**config.mk**
```make
export PLATFORM = sky130hd
export DESIGN_NAME = button_event_flat
export DESIGN_NICKNAME = d
export VERILOG_FILES = /design/src/rtl/button_pkg.sv /design/src/rtl/button_event_if.sv /design/src/rtl/button_event.sv /design/src/flat_wrapper.sv
export SDC_FILE = /design/constraint.sdc
export NUM_CORES = 1
export LEC_CHECK = 0
export ABC_CLOCK_PERIOD_IN_PS = 1940
export BUFFER_PORTS_ARGS = -buffer_cell sky130_fd_sc_hd__clkbuf_2
export CORE_MARGIN = 1
export CORE_UTILIZATION = 35
export DETAILED_ROUTE_END_ITERATION = 12
export PLACE_DENSITY = 0.62
export RECOVER_POWER = 25
export SETUP_SLACK_MARGIN = 0.5
export SLEW_MARGIN = 15
export SYNTH_ARGS = -nofsm -noshare
export SYNTH_HDL_FRONTEND = slang
export SYNTH_SLANG_ARGS = --single-unit
```
**constraint.sdc**
```tcl
create_clock -name clock -period 1.94 [get_ports clock]
set_input_delay 0.097 -clock clock [delete_from_list [all_inputs] [get_ports clock]]
set_output_delay 0.097 -clock clock [all_outputs]
set_load 0.02 [all_outputs]
```
**src/rtl/button_pkg.sv**
```systemverilog
// Shared types and default constants for the button event decoder.
package button_pkg;

  typedef enum logic [1:0] {
    IDLE  = 2'd0,
    PRESS = 2'd1,
    HOLD  = 2'd2
  } state_t;

  localparam int LONG_PRESS_DEF    = 100;
  localparam int REPEAT_PERIOD_DEF = 20;
  localparam int CNT_W_DEF         = 7;

  function automatic int max2(input int a, input int b);
    return (a > b) ? a : b;
  endfunction

endpackage

```
**src/rtl/button_event_if.sv**
```systemverilog
// Debounced button level in, decoded command events out.
interface button_event_if;
  logic btn;
  logic short_press;
  logic long_press;
  logic repeat_tick;
  logic held;

  modport master (
    output btn,
    input  short_press,
    input  long_press,
    input  repeat_tick,
    input  held
  );

  modport slave (
    input  btn,
    output short_press,
    output long_press,
    output repeat_tick,
    output held
  );
endinterface

```
**src/rtl/button_event.sv**
```systemverilog
// Press classifier: short press, long press, and (with BUTTON_EVENT_AUTO_REPEAT_EN
// defined) periodic repeat ticks while the button stays held.
module button_event
  import button_pkg::*;
#(
  parameter int LONG_PRESS    = LONG_PRESS_DEF,
  parameter int REPEAT_PERIOD = REPEAT_PERIOD_DEF,
  parameter int CNT_W         = CNT_W_DEF
) (
  input  logic          clock,
  input  logic          reset_n,
  button_event_if.slave bus
);

  localparam logic [CNT_W-1:0] LONG_LAST = CNT_W'(LONG_PRESS - 1);
  localparam logic [CNT_W-1:0] CNT_TOP   = CNT_W'(max2(LONG_PRESS, REPEAT_PERIOD));

  state_t           state_reg, state_next;
  logic [CNT_W-1:0] cnt_reg, cnt_next;
  logic [CNT_W-1:0] cnt_inc;
  logic             short_reg, short_next;
  logic             long_reg, long_next;
  logic             tick_reg, tick_next;
  logic             held_reg, held_next;

  // Saturating increment: unreachable for legal parameters, but never wraps.
  assign cnt_inc = (cnt_reg == CNT_TOP) ? cnt_reg : cnt_reg + CNT_W'(1);

  always_ff @(posedge clock or negedge reset_n) begin
    if (!reset_n) begin
      state_reg <= IDLE;
      cnt_reg   <= '0;
      short_reg <= 1'b0;
      long_reg  <= 1'b0;
      tick_reg  <= 1'b0;
      held_reg  <= 1'b0;
    end else begin
      state_reg <= state_next;
      cnt_reg   <= cnt_next;
      short_reg <= short_next;
      long_reg  <= long_next;
      tick_reg  <= tick_next;
      held_reg  <= held_next;
    end
  end

  always_comb begin
    state_next = state_reg;
    cnt_next   = cnt_reg;
    short_next = 1'b0;
    long_next  = 1'b0;
    tick_next  = 1'b0;

    case (state_reg)
      IDLE: begin
        if (bus.btn) begin
          state_next = PRESS;
          cnt_next   = CNT_W'(1);
        end
      end

      PRESS: begin
        if (!bus.btn) begin
          short_next = 1'b1;
          state_next = IDLE;
          cnt_next   = '0;
        end else if (cnt_reg == LONG_LAST) begin
          long_next  = 1'b1;
          state_next = HOLD;
          cnt_next   = '0;
        end else begin
          cnt_next = cnt_inc;
        end
      end

      HOLD: begin
        if (!bus.btn) begin
          state_next = IDLE;
          cnt_next   = '0;
        end else begin
`ifdef BUTTON_EVENT_AUTO_REPEAT_EN
          if (cnt_reg == CNT_W'(REPEAT_PERIOD - 1)) begin
            tick_next = 1'b1;
            cnt_next  = '0;
          end else begin
            cnt_next = cnt_inc;
          end
`else
          cnt_next = '0;
`endif
        end
      end

      default: begin
        state_next = IDLE;
        cnt_next   = '0;
      end
    endcase

    held_next = (state_next == HOLD);
  end

  assign bus.short_press = short_reg;
  assign bus.long_press  = long_reg;
  assign bus.repeat_tick = tick_reg;
  assign bus.held        = held_reg;

endmodule

```
**src/flat_wrapper.sv**
```systemverilog
// flat-port wrapper written by rule: the top's interface ports become plain ports
module button_event_flat import button_pkg::*;
#(
  parameter int LONG_PRESS    = LONG_PRESS_DEF,
  parameter int REPEAT_PERIOD = REPEAT_PERIOD_DEF,
  parameter int CNT_W         = CNT_W_DEF
)
  (clock, reset_n, bus_btn, bus_short_press, bus_long_press, bus_repeat_tick, bus_held);
  button_event_if bus_i ();
  input  logic clock;
  input  logic reset_n;
  input wire logic [$bits(bus_i.btn)-1:0] bus_btn;
  output wire logic [$bits(bus_i.short_press)-1:0] bus_short_press;
  output wire logic [$bits(bus_i.long_press)-1:0] bus_long_press;
  output wire logic [$bits(bus_i.repeat_tick)-1:0] bus_repeat_tick;
  output wire logic [$bits(bus_i.held)-1:0] bus_held;
  assign bus_i.btn = bus_btn;
  assign bus_short_press = bus_i.short_press;
  assign bus_long_press = bus_i.long_press;
  assign bus_repeat_tick = bus_i.repeat_tick;
  assign bus_held = bus_i.held;
  button_event #(.LONG_PRESS(LONG_PRESS), .REPEAT_PERIOD(REPEAT_PERIOD), .CNT_W(CNT_W)) u_core (.clock(clock), .reset_n(reset_n), .bus(bus_i));
endmodule
```
==> metrics <==
R2R cell count 4; crit path DAT 1.61 ns; clk sink count 12; dominant synthesized flop cell dfrtp_1; Cells on Worst Hold Path 2; syn_nets 68; min Tclk post-route roughly 1.4 ns; Leak roughly 0.34 nW; first-pass GRT wire length roughly 2000 µm; Seq/Total Area, Yosys 0.462; PnR Total Power 541 µW; ranking of synthesized cells by area dfrtp_1 46%, xor2_1 5.4%, nand4_1 4.8%; CTS tree yes; grt ovf 0; Final setup violation count 0; #FFs+latches synth 12; Place WS 0.433 ns; crit share post-route 0.723; H-tree depth 1; initial antenna violation count 0; DRC Markers 0; share of the synthesized area in the top cell type 0.462; max FFs per register 7; Layout area overhead 25.2%; Setup TNS 0 ns; Critical R2R Capture u_core.cnt_reg[5]$_DFFE_PN0P_; First DRT Iteration DRCs 14; CP max FO 5; Fin Clk Skew ~0.0017 ns; GR Util met1 0.171; GR Util met3 0.0360; Final GP Congestion 0.758; vias in the first global route about 450; Least-Margin Pin Slew roughly 0.65 ns; Total Wirelength between 1000 and 1500 µm; reg2reg setup slack around 0.54 ns; layout cells sized above 1 0.325; number of flops mapped to enable cells by yosys 0; worst setup path category reg -> reg; WHS Endpoint u_core.bus.short_press$_DFF_PN0_; Reg area 302 µm²; gr usage total 0.143; Synth Cell Area approximately 650 µm²; YS warnings 0; Antenna Cells 0; Worst-path clk slew 0.08 ns; R2R Path Start u_core.cnt_reg[0]$_DFFE_PN0P_; Core ar. between 1500 and 2000 µm²; M2 GR Usage 0.220; TritonCTS Buffers 3; wire per inst roughly 13 µm; Routed Antenna Nets 0; WP data required approximately 2.2 ns; via count 521; IO buf count 5; maximum clock frequency between 700 and 800 MHz; io pins 7; 1st-pass router iterations 4; max_slew headroom 0.568; Worst Hold Class in -> reg; die area about 2000 µm²; CTS root buf clkbuf_4; Hold Startpoint bus_btn; startpoint types flop; multi-input combinational cell area approximately 340 µm²; most frequent cells in the layout 11 x dfrtp_1, 5 x nand4_1, 5 x buf_4; vias per cell roughly 5.1; max-cap check violation count 0; Setup crit start u_core.cnt_reg[0]$_DFFE_PN0P_; clk buf depth 2; top cell type by total area after synthesis dfrtp_1; largest net degree at the start of global routing 13; Starting Density 0.377; hpwl dp approximately 880 µm; status finished, final reports clean; commonest non-fill, non-tap cell in the layout dfrtp_1; Horiz. Die Dim around 45 µm; Power Density ~660 nW/µm²; Async SR Flop Fraction 1.00; synthesized instance count 63; fin. max-slew vios 0; FP Rows 15; Worst-Skew Late Latency 0.28 ns; RSZ-0062 raised after global routing yes; Final Net Count a little over 80; Distinct cells, synth 32; fillcell total 182; Max VDD drop 319 µV; crit end category flop; syn_area_per_cell between 10 and 15 µm²; worst setup margin approximately 0.54 ns; die height 45.1 µm; Fin. Hold Viols 0; GRT busiest layer met2
-- routing by layer --
metal  wire, µm  part of all wire
met1        588              0.45
met2        634              0.48
met3         50             0.038
met4         36             0.027
met5          0                 0
-- through the flow --
step           instances  utilization  area (µm²)  hold slack [ns]
2_1_floorplan         63            -         651           -0.199
4_1_cts               97        0.433         748           0.0838
6_report             102        0.472         815           0.0946
5_1_grt              102        0.472         815           0.0969
3_3_place_gp          91        0.402         694         0.000568
3_5_place_dp          91        0.402         694          0.00457
-- synthesized netlist by cell type (2+ instances only) --
| cell | n |
|---|---|
| nand4_1 | 5 |
| xor2_1 | 4 |
| inv_1 | 4 |
| dfrtp_1 | 12 |
| nor2_1 | 4 |
| o21ai_0 | 3 |
| nand2_1 | 3 |
| a21oi_1 | 3 |
| ha_1 | 2 |
-- where the power goes --
group | leakage, nW | switching (mW) | total, mW | internal [mW]
clock | 0.0210 | 0.0898 | 0.204 | 0.114
sequential | 0.160 | 0.0110 | 0.269 | 0.258
combinational | 0.163 | 0.0375 | 0.0683 | 0.0307
total | 0.344 | 0.138 | 0.541 | 0.403
-- worst max path at each step --
stage / to / slack [ns] / cells after the start
6_report: u_core.cnt_reg[5]$_DFFE_PN0P_ / 0.54 / 4
5_1_grt: u_core.cnt_reg[3]$_DFFE_PN0P_ / 0.48 / 4
4_1_cts: u_core.cnt_reg[5]$_DFFE_PN0P_ / 0.50 / 4
3_5_place_dp: u_core.cnt_reg[5]$_DFFE_PN0P_ / 0.43 / 4
3_3_place_gp: u_core.cnt_reg[3]$_DFFE_PN0P_ / 0.49 / 4
2_1_floorplan: u_core.cnt_reg[3]$_DFFE_PN0P_ / 0.56 / 4
-- cells by family after synthesis --
family / Yosys count / synth area share
AND/OR/NAND/NOR: 24 / 0.242
flip-flops: 12 / 0.462
buffers and inverters: 6 / 0.0423
other: 1 / 0.00576
AO/OA/AOI/OAI: 14 / 0.156
XOR/XNOR: 4 / 0.0538
adder cells (fa/ha/maj): 2 / 0.0385
-- area by class of cell --
cell class / instances / area share
Timing Repair Buffer: 12 / 0.112
Inverter: 4 / 0.0184
Clock buffer: 4 / 0.0445
Multi-Input combinational cell: 45 / 0.416
Sequential cell: 12 / 0.370
Tap cell: 25 / 0.0384
-- worst max-delay path, cell delays in order (launching register included) --
cell and delay [ns]:
dfrtp_1 0.42, ha_2 0.22, nor2b_2 0.18, a311o_2 0.37, nor2_1 0.13
-- timing repair --
item / in CTS / in global routing
setup endpoints to repair: 4 / 7
cloned: 0 / 0
pin swaps: 1 / 2
hold buffers: 1 / 0
gates resized for setup: 0 / 7
setup buffers: 1 / 5
hold endpoints to repair: 12 / 0
(Power assumes the default switching activity.)
